==> src/rtl/ureg_pkg.sv <==
// ureg_pkg: shift-register operating-mode codes and the counter-width helper.
package ureg_pkg;
    localparam logic [1:0] MODE_LOAD = 2'b00;
    localparam logic [1:0] MODE_SHL  = 2'b01;
    localparam logic [1:0] MODE_SHR  = 2'b10;
    localparam logic [1:0] MODE_ROL  = 2'b11;
    function automatic int cw_of(input int w);
        return $clog2(w + 1);
    endfunction
endpackage

==> src/rtl/sat_counter.sv <==
// sat_counter: saturating counter (clk, rst async, clear, en, inc -> count, hit pulse on reaching MAX).
module sat_counter #(
    parameter int MAX = 4,
    parameter int W   = 3
) (
    input  logic         clk,
    input  logic         rst,
    input  logic         clear,
    input  logic         en,
    input  logic         inc,
    output logic [W-1:0] count,
    output logic         hit
);
    localparam logic [W-1:0] MAXV = W'(MAX);
    logic step;
    assign step = !clear && en && inc && count != MAXV;
    always_ff @(posedge clk or posedge rst) begin
        if (rst) begin
            count <= '0;
            hit   <= 1'b0;
        end else begin
            count <= clear ? '0 : step ? count + 1'b1 : count;
            hit   <= step && count == MAXV - 1'b1;
        end
    end
endmodule

==> src/rtl/univ_shift_reg.sv <==
// univ_shift_reg: universal shift register (clk, reset async, set, en, mode, D, sin -> Q, sout, cnt, done).
module univ_shift_reg
    import ureg_pkg::*;
#(
    parameter int               WIDTH       = 4,
    parameter logic [WIDTH-1:0] SET_VALUE   = '1,
    parameter logic [WIDTH-1:0] RESET_VALUE = '0,
    localparam int              CW          = cw_of(WIDTH)
) (
    input  logic             clk,
    input  logic             reset,
    input  logic             set,
    input  logic             en,
    input  logic [1:0]       mode,
    input  logic [WIDTH-1:0] D,
    input  logic             sin,
    output logic [WIDTH-1:0] Q,
    output logic             sout,
    output logic [CW-1:0]    cnt,
    output logic             done
);
    logic [WIDTH-1:0] nq;
    logic             ns;
    always_comb begin
        nq = mode == MODE_LOAD ? D :
             mode == MODE_SHL  ? {Q[WIDTH-2:0], sin} :
             mode == MODE_SHR  ? {sin, Q[WIDTH-1:1]} :
                                 {Q[WIDTH-2:0], Q[WIDTH-1]};
        ns = mode == MODE_LOAD ? sout :
             mode == MODE_SHR  ? Q[0] : Q[WIDTH-1];
    end
    always_ff @(posedge clk or posedge reset) begin
        if (reset) begin
            Q    <= RESET_VALUE;
            sout <= 1'b0;
        end else if (set) begin
            Q    <= SET_VALUE;
        end else if (en) begin
            Q    <= nq;
            sout <= ns;
        end
    end
    sat_counter #(.MAX(WIDTH), .W(CW)) u_cnt (
        .clk  (clk),
        .rst  (reset),
        .clear(set || (en && mode == MODE_LOAD)),
        .en   (en),
        .inc  (mode != MODE_LOAD),
        .count(cnt),
        .hit  (done)
    );
endmodule
==> config.mk <==
export PLATFORM = sky130hd
export DESIGN_NAME = univ_shift_reg
export DESIGN_NICKNAME = d
export VERILOG_FILES = /design/src/rtl/ureg_pkg.sv /design/src/rtl/sat_counter.sv /design/src/rtl/univ_shift_reg.sv
export SDC_FILE = /design/constraint.sdc
export NUM_CORES = 1
export LEC_CHECK = 0
export ABC_CLOCK_PERIOD_IN_PS = 1500
export CELL_PAD_IN_SITES_DETAIL_PLACEMENT = 1
export CELL_PAD_IN_SITES_GLOBAL_PLACEMENT = 2
export CORE_MARGIN = 2
export CORE_UTILIZATION = 22
export DETAILED_ROUTE_END_ITERATION = 8
export GPL_ROUTABILITY_DRIVEN = 0
export MAX_ROUTING_LAYER = met4
export PLACE_DENSITY = 0.69
export SLEW_MARGIN = 25
export SYNTH_ARGS = -nofsm -noshare
export SYNTH_HDL_FRONTEND = slang
export SYNTH_SLANG_ARGS = --single-unit
==> constraint.sdc <==
create_clock -name clk -period 1.5 [get_ports clk]
set_clock_uncertainty 0.1 [all_clocks]
set_input_delay 0.225 -clock clk [delete_from_list [all_inputs] [get_ports clk]]
set_output_delay 0.225 -clock clk [all_outputs]
set_load 0.01 [all_outputs]
[After elaboration in Yosys (flattened, before gate mapping)]
Index checks and enable logic that the tools add are counted.
Storage, ports and cells
  bits in registers: 9
  input port bits: 11
  output and inout bits: 9
  word-level logic and storage cells: 31
Operators by class
  add/subtract/negate cells: 1
  equal/unequal tests: 4
  mux-type cells: 8
  bitwise logic cells: 2
  reduce and logical (&&, ||, !) cells: 12
Operator list (number)
  two-way mux 4 bit: 5
  two-way mux 3 bit: 2
  nonzero test 2 bit: 3
  logical AND 1 bit: 5
  adder 3 x 1 -> 3 bit (second input constant): 1
  equality test 3 x 2 -> 1 bit (second input constant): 1
  inequality test 3 bit (second input constant): 1
  AND reduction 3 bit: 1
  equality test 2 x 1 -> 1 bit (second input constant): 1
  equality test 2 bit (second input constant): 1
  logical NOT 2 bit: 1
  inverter 1 bit: 2
  logical NOT 1 bit: 1
  logical OR 1 bit: 1
  two-way mux 1 bit: 1

[Logic depth before layout (Yosys ltp)]
Gate-level depths: netlist (run 1).
  word-level depth: 9
  gate-level depth with buffers: 5
  mapped depth without buffers: 5

[Modules after synthesis]
A second synthesis (run 1) with hierarchy kept.
Second synthesis, totals
  cell total of the unflattened synthesis: 58
  area, all modules: 585.6 µm²
Modules (own cells, without submodules)
  univ_shift_reg: instances 1, cells an instance 36, area each 344.1 µm², seq. area each 125.1 µm²
  sat_counter: instances 1, cells an instance 22, area each 241.5 µm², seq. area each 100.1 µm²

[Least setup slack after synthesis (run 1)]
Ideal clock, no wire load.
  kind: register -> register
  from: register u_cnt.count[0]
  to: register u_cnt.count[2]
  library setup time: 0.077 ns
  arrival time: 1.268 ns
  data required time: 1.323 ns
  slack: 0.055 ns
  stages on the path, launching flop included: 6
  path buffers: 0
  period minus slack after synthesis: 1.445 ns
  cell sequence: dfrtp_1 > ha_1 > ha_1 > nand2b_1 > a21o_1 > a21oi_1
Between the ends
  word-level cells in the longest chain between the ends: 3
  elaborated cells between the ends (all ways): 6
  those cells by class: 1 x add/sub; 1 x eq/ne; 2 x mux; 2 x reduce/logical
RTL lines
  start, declared: line sat_counter.sv:11  | output logic [W-1:0] count,
  start signal, assigned: line sat_counter.sv:22  | count <= clear ? '0 : step ? count + 1'b1 : count;
  adder 3 x 1 -> 3 bit or inequality test 3 bit (tied branches): line sat_counter.sv:22, sat_counter.sv:16
  two-way mux 3 bit or logical AND 1 bit (tied branches): line sat_counter.sv:22, sat_counter.sv:16
  two-way mux 3 bit or nonzero test 2 bit (tied branches)
Several ways; a longest one is shown, not always the timed one. The select of a mux whose other input is x is not followed.
A chain may end at the register's enable or synchronous reset.

[Final worst setup path (run 1)]
  from: register u_cnt.hit
  to: output done
RTL lines
  start, declared: line sat_counter.sv:12  | output logic hit
  start signal, assigned: line sat_counter.sv:23  | hit <= step && count == MAXV - 1'b1;
  end, declared: line univ_shift_reg.sv:20  | output logic done
No word-level cell between the ends.

==> results.md, run 1 <==
- The critical path in this run is classified as reg2out.
- The summed area of non-filler cells in the final layout is 894.6 um^2.
- The post-synthesis net count is 72.
- The total clock buffers created by CTS is 3.
- The overall routed net length is 1520 um.
- In this run the number of cells on the critical path is 1.
- The count of final hold-check violations was 0.
- The internal power component is between 400 and 500 uW.
- In this run the power spent charging and discharging nets is 180.4 uW.
- The power per unit of standard cell area is 716.8 nW/um^2.
- Sequential elements use 40.27% of the synthesized area.
- The number of storage elements in the synthesis netlist is 9.
- TritonCTS built the clock tree.
- On the critical path the largest part of the delay comes from buffers and inverters.
- The die covers 2962 um^2.
- Excluding fillers, the count of instances in the completed layout stands at ~120.
- The post-detailed-route wirelength per cell is 12.99 um.
- The signal on the critical path passes through clkdlybuf4s50_1.
- In this run the core area contains 18 standard-cell rows.
- The clock net in this run drives a total of 9 sinks.
- The core footprint is around 2400 um^2.
- The number of global-route vias before repair was 542.
- The internal reg-to-reg setup slack is ~0.09 ns.
- The number of synthesis warnings is 0.
- The critical path data required time is 1.17 ns.
- Setup violations remaining at the end of the flow were counted as 0.
- The max-cap violation count is 0.
- The number of vias after detailed routing is 534.
- 20 I/O pins were placed.
- The CTS clock-pin slew for the worst setup and hold paths is 0.07 ns.
- The number of buffer and inverter instances along the worst setup path is 1.
- In this run, distinct cell masters in the synthesized netlist total 22.
- The worst register-to-register path ends at u_cnt.count[2].
- The worst setup path is launched from a register.
- The arrival time of the worst setup path is approximately 1.1 ns.
- After synthesis the cells add up to ~560 um^2.
- At the end of the flow, the number of nets in the layout was 102.
- STA classifies the critical path endpoint as an output port.
- The peak fanout along the critical path is 1.
- The vertical die dimension is 54.42 um.
- The flow ran to the end, and the final reports show no timing, DRC or antenna violations.
- For this design, the CTS-stage hold fixing added 0 buffers.
- The repair_antennas step left the layout with diodes totalling 0.
- The number of max-slew violations in the final report came to 0.
- Counting every instance in the synthesized netlist gives 58.
- Setup repair after global routing could not meet its margin everywhere.
- The pin count of the biggest net entering global routing is 14.
- In the global route stage, overall resource usage came out at 12.51%.
- The beginning of the worst register-to-register path is u_cnt.count[2].
- Headroom to the max-slew limit came out at 76.69%.
- The root buffer cell is clkbuf_4.
- The quantity of I/O buffers inserted on ports is 19.
- Net switching is 28.14% of the power.
- The number of vias per cell after detailed routing is 4.564.
- The part of the power in registers is 42.8%.
- The count of antenna-violating nets left after detailed routing is 0.
- The remaining global-route overflow is 0.
- For this configuration, the core starts out at a cell density of a little under a quarter.
- The violation count after the first detailed-routing iteration is 3.
- The area after detailed placement is 828.3 um^2.
- The reported leakage power is around 0.42 nW.
- The tightest min-delay check is of the in2async type.
- The count of TritonRoute iterations in the first routing pass is 2.
- For this design, the slowest cell found on the critical path is clkdlybuf4s50_1.
- Counting cells, the worst reg-to-reg path comes to 6.
- The area added between synthesis and finish is 59.96%.
- The maximum level of the CTS H-tree is 1.
- For the worst-skew pair, the clock arrives at the later sink with an insertion delay of ~0.27 ns.
- The number of antenna violations at the first check in global routing is 0.
- For the pin with the worst max-slew slack, the measured transition is 0.3493 ns.
- The fraction of layout instances using a drive strength above 1 is 22.99%.
- Once detailed placement completed, the half-perimeter wirelength came to 1101 um.
- The startpoint of the worst setup timing path is u_cnt.hit.
- The first global-routing pass estimated approximately 2500 um of wire.
- The power after layout is 641.2 uW.
- The die extent in x is 54.42 um.
- The time the worst path needs with I/O delays and setup is 1.442 ns.
- Including well taps, the total number of placed cells is 111.
- The worst-case clock buffer depth is 2.
- The maximum single-stage delay on the critical path is 0.52 ns.
- Across the VDD grid, the largest voltage drop is approximately 340 uV.
- Each instance of the synthesized netlist takes up on average roughly 9.6 um^2.
- The final critical path takes up ~96% of the cycle.
- After detailed routing, the number of remaining DRC violations is 0.
- The part of the total power dissipated in combinational logic is a little over a quarter.
- The relative contribution of the clock network to total power is 30.1%.
- The upper clock frequency limit is ~690 MHz.
[worst reg2reg max path: cells and delay by family (launching register included)]
| kind | cells | cell delay [ns] |
|---|---|---|
| flops | 1 | 0.38 |
| compound gates | 2 | 0.28 |
| buf+inv | 2 | 0.24 |
| fa+ha+maj | 1 | 0.21 |
| simple gates | 1 | 0.13 |
[power by group through the flow]
stage / clock network [mW] / logic, mW / registers (mW)
after detailed placement: 0 / 0.178 / 0.282
after CTS: 0.203 / 0.175 / 0.275
final: 0.193 / 0.174 / 0.274
after floorplan: 0 / 0.0757 / 0.287
after global routing: 0.215 / 0.193 / 0.278
after global placement: 0 / 0.177 / 0.282
[worst max path at each step]
stage,endpoint,slack (ns)
global placement,u_cnt.count[1],-0.26
floorplan,u_cnt.count[2],0.05
detailed placement,Q[0],-0.27
global route,u_cnt.count[0],-0.006
CTS,Q[0],0.02
finish,done,0.06
[layout make-up]
type	count	area (um^2)
clock buffer	4	26.28
fill	307	1538
inverter	5	18.77
multi-input combinational	40	322.8
sequential	9	225.2
tap	30	37.54
timing repair buffer	29	264.0
[sequential cells by signal (all words and copies together), names as in the netlist]
signal,flops
Q,4
u_cnt.count,3
sout,1
u_cnt.hit,1
[routing by layer]
layer	track usage (%)	vias to the layer above	part of all wire (%)
met1	15.69	253	45
met4	6.250	0	2.3
met5	-	-	0
met2	17.87	15	47
li1	-	262	-
met3	4.098	4	6.0
[per-stage QoR]
step	setup TNS [ns]	util [%]	hold slack [ns]	setup WS [ns]
floorplan	0	-	-0.04708	0.05454
global placement	-1.666	34.05	0.4241	-0.2552
detailed placement	-1.578	34.05	0.4308	-0.2714
CTS	0	35.65	0.1324	0.01616
global route	-0.006219	36.78	0.1736	-0.006219
finish	0	36.78	0.1127	0.05793
[cell usage after synthesis]
library cell | n | area share (%)
a211o_1 | 4 | 6.3
a211oi_1 | 2 | 2.7
a21o_1 | 1 | 1.3
a21oi_1 | 2 | 1.8
a31o_2 | 2 | 3.1
a31oi_1 | 1 | 1.1
and3_1 | 1 | 1.1
buf_2 | 3 | 2.7
clkbuf_1 | 1 | 0.67
dfrtp_1 | 9 | 40
ha_1 | 3 | 6.7
inv_1 | 5 | 3.4
mux2i_1 | 3 | 5.4
mux4_2 | 1 | 4.0
nand2_1 | 4 | 2.7
nand2b_1 | 2 | 2.2
nand3_1 | 1 | 0.89
nor2_1 | 2 | 1.3
nor2b_1 | 6 | 6.7
o211ai_1 | 1 | 1.3
o21ai_0 | 3 | 2.7
o221ai_1 | 1 | 1.6
[timing repair]
action	4_1_cts	5_1_grt
pin swaps	2	1
setup endpoints to repair	9	5
setup buffers	3	0
gates resized for setup	9	5
[cells by family (layout without fill, tap and decap cells)]
| logic type | after synthesis | after routing | synth area share, % |
|---|---|---|---|
| adder cells (fa/ha/maj) | 3 | 3 | 6.712 |
| multiplexers | 4 | 4 | 9.396 |
| buffers and inverters | 9 | 38 | 6.710 |
| AO/OA/AOI/OAI | 17 | 17 | 21.92 |
| flip-flops | 9 | 9 | 40.27 |
| AND/OR/NAND/NOR | 16 | 16 | 14.99 |
[cell usage in the layout, fill, tap and decap left out, types with 2 or more instances in the layout]
| cell | instances |
|---|---|
| buf_4 | 10 |
| dfrtp_1 | 9 |
| clkdlybuf4s50_1 | 9 |
| dlygate4sd2_1 | 7 |
| nor2b_1 | 6 |
| inv_1 | 5 |
| a211o_1 | 4 |
| nand2_1 | 4 |
| mux2i_1 | 3 |
| o21ai_0 | 3 |
| clkbuf_4 | 3 |
| dlymetal6s2s_1 | 3 |
| nor2_1 | 2 |
| a211oi_1 | 2 |
| a31o_2 | 2 |
No activity file was read; power rests on OpenSTA's default activity.
==> inputs of run 2 (changes only) <==
--- a/config.mk
+++ b/config.mk
@@ -8,13 +8,15 @@
 export ABC_CLOCK_PERIOD_IN_PS = 1500
 export CELL_PAD_IN_SITES_DETAIL_PLACEMENT = 1
 export CELL_PAD_IN_SITES_GLOBAL_PLACEMENT = 2
+export CORE_ASPECT_RATIO = 0.8
 export CORE_MARGIN = 2
-export CORE_UTILIZATION = 22
+export CORE_UTILIZATION = 23
 export DETAILED_ROUTE_END_ITERATION = 8
 export GPL_ROUTABILITY_DRIVEN = 0
 export MAX_ROUTING_LAYER = met4
-export PLACE_DENSITY = 0.69
+export PLACE_DENSITY = 0.7
 export SLEW_MARGIN = 25
 export SYNTH_ARGS = -nofsm -noshare
 export SYNTH_HDL_FRONTEND = slang
+export SYNTH_HIERARCHICAL = 1
 export SYNTH_SLANG_ARGS = --single-unit
==> run 2 against run 1 <==
Net effect:
- sequential cell count unchanged
- non-clock buffer count up 4
- wire length up 6.3%
- cell area up 4.6%
- worst setup slack worse by 0.0015 ns
- maximum frequency down 0.11%
- first-iteration DRC count rose to 3.3 times the previous value
- largest cell class unchanged
==> results.md, run 2 <==
- The commonest non-fill, non-tap cell in the layout is buf_4.
- The power per unit of standard cell area was 733.2 nW/um^2 (+2.3%).
- The starting utilization of the core area was 24.17% (+1.2 points).
- The final-stage net count is 107 (+4.9%).
- The total half-perimeter wirelength after legalization and detailed placement is 1244 um (+13%).
- The total met3 wirelength after detailed routing was 50 um (-45%).
- The startpoint of the worst setup timing path is Q[3].
- The summed area of non-filler cells in the final layout is 935.9 um^2 (+4.6%).
- The flip-flop count of the largest register after layout is 4 (unchanged).
- The maximum level of the CTS H-tree is 1 (unchanged).
- The upper clock frequency limit was 692.7 MHz (-0.11%).
- The number of hold buffers added after CTS is 0 (unchanged).
- The library cell with the highest instance count after synthesis is dfrtp_1.
- The root buffer cell is clkbuf_4.
- The number of global-route vias before repair is 616 (+14%).
- The CTS tree is yes.
- The run finished with clean final reports.
- The pre-CTS setup slack is -0.3321 ns (-0.06074 ns).
- The post-detailed-route wirelength per cell is 12.63 um (-2.8%).
- The post-route clock period utilization was 96.24% (+0.10 points).
- The number of cells on the worst reg-to-reg path is 3 (-3).
- The clock net sink count is 9 (unchanged).
- The post-synthesis net count is 72 (unchanged).
- By startpoint and endpoint, the worst setup path is classified as reg2reg.
- The critical path data required time is 1.56 ns (+0.39 ns).
- The number of antenna violations at the first check in global routing is 0 (unchanged).
- The number of vias after detailed routing is 554 (+3.7%).
- The fill cell total of the finished layout is 288 (-6.2%).
- In the layout the commonest cells are 14 x buf_4, 9 x dfrtp_1, 9 x clkdlybuf4s50_1.
- The overall routed net length is 1616 um (+6.3%).
- Ranked by flip-flop count, first place goes to Q.
- The proportion of synthesized chip area in sequential cells is 38.46% (-1.8 points).
- The area enclosed by the die boundary is 2968 um^2 (+0.22%).
- The power after layout is 686.2 uW (+7.0%).
- The share of flip-flops with an asynchronous set or reset was 100.0% (unchanged).
- Setup repair after global routing left no endpoint under its margin.
- The area added between synthesis and finish came to 59.83% (about the same).
- The storage element area is 225.2 um^2 (unchanged).
- Yosys attributes the largest share of cell area to dfrtp_1 38%, mux2i_1 8.5%, ha_1 6.4%.
- The final cell count without fillers is 128 (+9.4%).
- The peak fanout along the critical path came to 2 (+1).
- The pin count of the biggest net entering global routing came to 9 (-5).
- The multi-input logic area is 322.8 um^2 (unchanged).
- The die extent in x is 60.41 um (+11%).
- The leading register cell type out of synthesis is dfrtp_1.
- The worst-case headroom to the max-slew limit is 83.12% (+6.4 points).
- The arrival time of the worst setup path is 1.51 ns (+0.39 ns).
- The count of TritonRoute iterations in the first routing pass is 4 (+2).
- The type of the tightest min-delay check is in2async.
- The top cell type by total area after synthesis is dfrtp_1.
- The element type at the critical path start is a register.
- The number of vias per cell after detailed routing is 4.328 (-5.2%).
- The fraction of layout instances using a drive strength above 1 is 26.09% (+3.1 points).
- The cell total after placement was 118 (+6.3%).
- The reported leakage power came to 0.4548 nW (+8.7%).
- The total I/O pin count came to 20 (unchanged).
- The core occupancy in the finished layout is 38.64% (+1.9 points).
- The detailed-routing wirelength on met1 is 762 um (+11%).
- The average instance area after synthesis is 10.10 um^2 (+4.7%).
- The max-cap violation count is 0 (unchanged).
- In this run the critical register-to-register path is captured at Q[0].
- The final setup violation count is 0 (unchanged).
- The beginning of the worst register-to-register path is Q[3].
- The largest registers in the layout are Q (4), u_cnt/count (3).
- The actual transition at the worst max-transition pin was 0.2528 ns (-0.09652 ns).
- The post-synthesis instance area came to 585.6 um^2 (+4.7%).
- The wire length of the first global-routing pass is 2898 um (+17%).
- The core footprint is 2422 um^2 (-0.41%).
- The final worst-path setup slack is 0.05640 ns (-0.001531 ns).
- The setup TNS after final layout is 0 ns (unchanged).
- The violation count after the first detailed-routing iteration is 10 (+7).
- The remaining global-route overflow is 0 (unchanged).
- The timing endpoint of the critical path is Q[0].
- The quantity of I/O buffers inserted on ports is 19 (unchanged).
- The uppermost layer routed is met4.
- The worst hold margin came to 0.07145 ns (-0.04124 ns).
- The time the worst path needs with I/O delays and setup is 1.444 ns (+0.001531 ns).
- The total global routing track utilization is 13.79% (+1.3 points).
- The CTS clock-pin slew for the worst setup and hold paths is 0.07 ns (about the same).
- The vertical die dimension was 49.13 um (-9.7%).
- The remaining design rule violation count is 0 (unchanged).
- The internal reg-to-reg setup slack came to 0.06 ns (-0.03 ns).
- The number of storage elements in the synthesis netlist is 9 (unchanged).
- The number of max-slew violations in the final report came to 0 (unchanged).
- The maximum VDD drop is 265.4 uV (-22%).
- The count of flip-flops with a built-in enable after synthesis is 0 (unchanged).
- The worst setup path is captured at a register.
- In the synthesized netlist, the cells that appear most often are 9 x dfrtp_1, 6 x inv_1, 6 x nor2b_1, 5 x mux2i_1.
- The clock latency of the later-clocked register in the worst-skew pair is 0.27 ns (about the same).
- The cell count after synthesis was 58 (unchanged).
- The number of library cell types mapped by synthesis was 23 (+4.5%).
- The number of synthesis warnings is 6 (+6).
- The wire length on met2 is 761 um (+7.3%).
- The share of Yosys cell area claimed by the top area cell type is 38.46% (-1.8 points).
- The total clock buffers created by CTS is 3 (unchanged).
- The area after detailed placement is 860.8 um^2 (+3.9%).
- The worst-case clock buffer depth is 2 (unchanged).
- The number of inserted diodes is 0 (unchanged).
- The count of final hold-check violations was 0 (unchanged).
- The count of antenna-violating nets left after detailed routing was 0 (unchanged).
- The number of rows in the core area was 16 (-2).
==> run 2: layer usage <==
layer / up-vias / GRT usage [%]
met1: 272 / 17.27
met4: 0 / 5.435
met5: - / -
met3: 6 / 3.714
li1: 265 / -
met2: 11 / 21.01
==> run 2: logic make-up (layout without fill, tap and decap cells) <==
kind of cell | count (synthesis) | after routing | synth area share (%)
AO/OA/AOI/OAI | 13 | 13 | 16.67
adder cells (fa/ha/maj) | 3 | 3 | 6.411
buffers and inverters | 9 | 43 | 7.263
flip-flops | 9 | 9 | 38.46
multiplexers | 7 | 7 | 14.96
AND/OR/NAND/NOR | 17 | 17 | 16.24
==> run 2: timing repair <==
item	CTS	global route
resized for setup	7	5
hold endpoints to repair	0	0
setup endpoints to repair	8	8
pin swaps	0	1
buffers inserted	6	0
==> run 2: final cells by class <==
| cell class | instances | area share [%] |
|---|---|---|
| Tap cell | 36 | 4.813 |
| Sequential cell | 9 | 24.06 |
| Timing Repair Buffer | 33 | 31.42 |
| Inverter | 6 | 2.406 |
| Multi-Input combinational cell | 40 | 34.49 |
| Clock buffer | 4 | 2.807 |
==> run 2: worst min path at each step <==
stage / startpoint / end / depth (start not counted) / slack [ns]
5_1_grt: reset / u_cnt/count[2] / 2 / 0.11
3_5_place_dp: reset / u_cnt/count[1] / 2 / 0.37
4_1_cts: reset / u_cnt/count[2] / 2 / 0.09
6_report: reset / u_cnt/count[2] / 2 / 0.07
2_1_floorplan: reset / u_cnt/count[0] / 1 / -0.11
3_3_place_gp: reset / u_cnt/count[1] / 2 / 0.37
==> run 2: report_power, final <==
group          switching (mW)  internal (mW)  leakage [nW]
clock network          0.0942          0.103        0.0150
registers              0.0135          0.262         0.105
logic                  0.0929          0.121         0.335
==> run 2: critical path, stage by stage (launching register included) <==
cell	delay, ns
dfrtp_1	0.38
buf_4	0.14
mux4_2	0.45
a211o_1	0.26
==> inputs of run 3 (changes only) <==
--- a/config.mk
+++ b/config.mk
@@ -14,7 +14,7 @@
 export DETAILED_ROUTE_END_ITERATION = 8
 export GPL_ROUTABILITY_DRIVEN = 0
 export MAX_ROUTING_LAYER = met4
-export PLACE_DENSITY = 0.7
+export PLACE_DENSITY = 0.76
 export SLEW_MARGIN = 25
 export SYNTH_ARGS = -nofsm -noshare
 export SYNTH_HDL_FRONTEND = slang
==> run 3 against run 2 <==
Net effect:
- wire length shrank 6.5%
- clock power fell by 4%
- hold slack better by 0.0030 ns
- utilization is 1.3 points lower
- largest power group unchanged
- critical path type unchanged
- highest routed layer unchanged
==> results.md, run 3 (synthesis results as in run 2) <==
- The maximum level of the CTS H-tree is 1 (unchanged).
- The clock latency of the later-clocked register in the worst-skew pair came to 0.26 ns (about the same).
- The maximum single-stage delay on the critical path is 0.46 ns (about the same).
- The number of global-route vias before repair came to 561 (-8.9%).
- The total half-perimeter wirelength after legalization and detailed placement was 1207 um (-2.9%).
- The post-detailed-route wirelength per cell was 12.09 um (-4.3%).
- The actual transition at the worst max-transition pin is 0.2411 ns (-0.01168 ns).
- The post-route clock period utilization was 97.65% (+1.4 points).
- The upper clock frequency limit was 682.7 MHz (-1.4%).
- The number of antenna violations at the first check in global routing is 0 (unchanged).
- STA classifies the critical path endpoint as a register.
- The peak fanout along the critical path is 3 (+1).
- The time the worst path needs with I/O delays and setup was 1.465 ns (+0.02120 ns).
- The root buffer cell is clkbuf_4.
- The number of inserted diodes is 0 (unchanged).
- The count of final hold-check violations was 0 (unchanged).
- The number of rows in the core area came to 16 (unchanged).
- The power per unit of standard cell area is 735.4 nW/um^2 (+0.30%).
- The area enclosed by the die boundary came to 2968 um^2 (unchanged).
- The number of max-slew violations in the final report is 0 (unchanged).
- From synthesis to final layout, the design area changed by 54.49%.
- The fraction of layout instances using a drive strength above 1 is 21.35% (-4.7 points).
- The remaining design rule violation count is 0 (unchanged).
- The vertical die dimension came to 49.13 um (unchanged).
- The worst-case headroom to the max-slew limit came to 83.92% (+0.81 points).
- The critical path data required time is 1.55 ns (about the same).
- TritonCTS built the clock tree.
- STA classifies the critical path startpoint as a register.
- The pin count of the biggest net entering global routing is 9 (unchanged).
- The total I/O pin count is 20 (unchanged).
- The number of vias per cell after detailed routing is 4.256 (-1.7%).
- The power after layout was 665.2 uW (-3.1%).
- The maximum VDD drop came to 288.0 uV (+8.5%).
- The count of TritonRoute iterations in the first routing pass is 4 (unchanged).
- The total clock buffers created by CTS is 3 (unchanged).
- The core footprint was 2422 um^2 (unchanged).
- In the final layout, the registers with the most flip-flops are Q (4), u_cnt/count (3).
- The wire length of the first global-routing pass is 2566 um (-11%).
- The worst-case clock buffer depth is 2 (unchanged).
- The total global routing track utilization is 11.94% (-1.9 points).
- The max-cap violation count is 0 (unchanged).
- The start-to-end type of the worst setup path is reg2reg.
- The arrival time of the worst setup path is 1.51 ns (about the same).
- The slowest cell on the critical path is mux4_2.
- The commonest non-fill, non-tap cell in the layout is buf_4.
- The clock net sink count was 9 (unchanged).
- The number of hold buffers added after CTS is 0 (unchanged).
- The critical path goes through buf_6 > mux4_2 > a211o_1.
- The die extent in x is 60.41 um (unchanged).
- The final-stage net count came to 104 (-2.8%).
- The quantity of I/O buffers inserted on ports came to 19 (unchanged).
- The worst hold margin was 0.07448 ns (+0.003030 ns).
- The worst hold path belongs to the class in2async.
- The remaining global-route overflow is 0 (unchanged).
- The number of vias after detailed routing came to 532 (-4.0%).
- The overall routed net length is 1511 um (-6.5%).
- Ranked by flip-flop count, first place goes to Q.
- The final setup violation count came to 0 (unchanged).
- The flip-flop count of the largest register after layout was 4 (unchanged).
- In the layout the commonest cells are 10 x buf_4, 9 x dfrtp_1, 9 x clkdlybuf4s50_1, 9 x dlygate4sd2_1.
- Setup repair after global routing could not meet its margin everywhere.
- The starting utilization of the core area is 24.17% (unchanged).
- The flow ran to the end, and the final reports show no timing, DRC or antenna violations.
- The violation count after the first detailed-routing iteration is 2 (-8).
- The CTS clock-pin slew for the worst setup and hold paths is 0.06 ns (about the same).
- The reported leakage power is 0.4318 nW (-5.1%).
- The count of antenna-violating nets left after detailed routing was 0 (unchanged).
[run 3: cell count changes in the layout (fill, tap and decap cells not counted)]
cell and delta:
ha_2 -1, nor2_1 +1, buf_6 +1, dlymetal6s2s_1 -2, buf_4 -4, ha_1 +1, dlygate4sd2_1 +2, nor2_2 -1
[run 3: final cells by class]
cell class | count | area [um^2]
fill | 288 | 1518
multi-input combinational | 40 | 317.8
timing repair buffer | 30 | 267.8
sequential | 9 | 225.2
tap | 36 | 45.04
clock buffer | 4 | 26.28
inverter | 6 | 22.52
[run 3: repair_timing]
item / in CTS / in global routing
endpoints found under the setup margin: 11 / 2
resized for setup: 9 / 2
setup buffers: 4 / 0
pin swaps: 0 / 1
[run 3: report_power, final]
group / internal [mW] / total (mW) / switching, mW
Combinational: 0.112 / 0.196 / 0.0847
Sequential: 0.262 / 0.278 / 0.0163
Clock: 0.103 / 0.190 / 0.0877
Total: 0.477 / 0.665 / 0.189
[run 3: metrics by stage]
stage / std cells / area, um^2 / setup WS [ns] / TNS, ns / utilization [%]
3_3_place_gp: 117 / 853.3 / -0.3182 / -1.888 / 35.23
3_5_place_dp: 117 / 853.3 / -0.3545 / -1.991 / 35.23
2_1_floorplan: 58 / 585.6 / 0.08385 / 0 / -
4_1_cts: 125 / 898.4 / 0.005054 / 0 / 37.09
5_1_grt: 125 / 904.6 / -0.007871 / -0.007871 / 37.35
6_report: 125 / 904.6 / 0.03520 / 0 / 37.35
[run 3: final timing paths]
path / start / endpoint / slack [ns] / cells past startpoint
setup / recovery: Q[3] / Q[0] / 0.04 / 3
hold / removal: reset / u_cnt/count[2] / 0.07 / 2
setup reg to reg: Q[3] / Q[0] / 0.04 / 3
hold reg to reg: sout / sout / 0.43 / 2
max in group asynchronous: reset / Q[3] / 1.01 / 2
min in group clk: mode[0] / sout / 0.33 / 2
[run 3: worst max-delay path: cells and delay by family, from the launching register on]
family | cells | cell delay [ns]
DFF | 1 | 0.40
AOI/OAI and AO/OA | 1 | 0.27
buffers and inverters | 1 | 0.13
muxes | 1 | 0.46
[run 3: routing by layer]
layer | global-route usage (%) | part of all wire (%) | vias to the layer above
li1 | - | - | 262
met1 | 13.38 | 42 | 256
met2 | 20.47 | 52 | 12
met3 | 4.244 | 4.7 | 2
met4 | 2.174 | 1.2 | 0
met5 | - | 0 | -
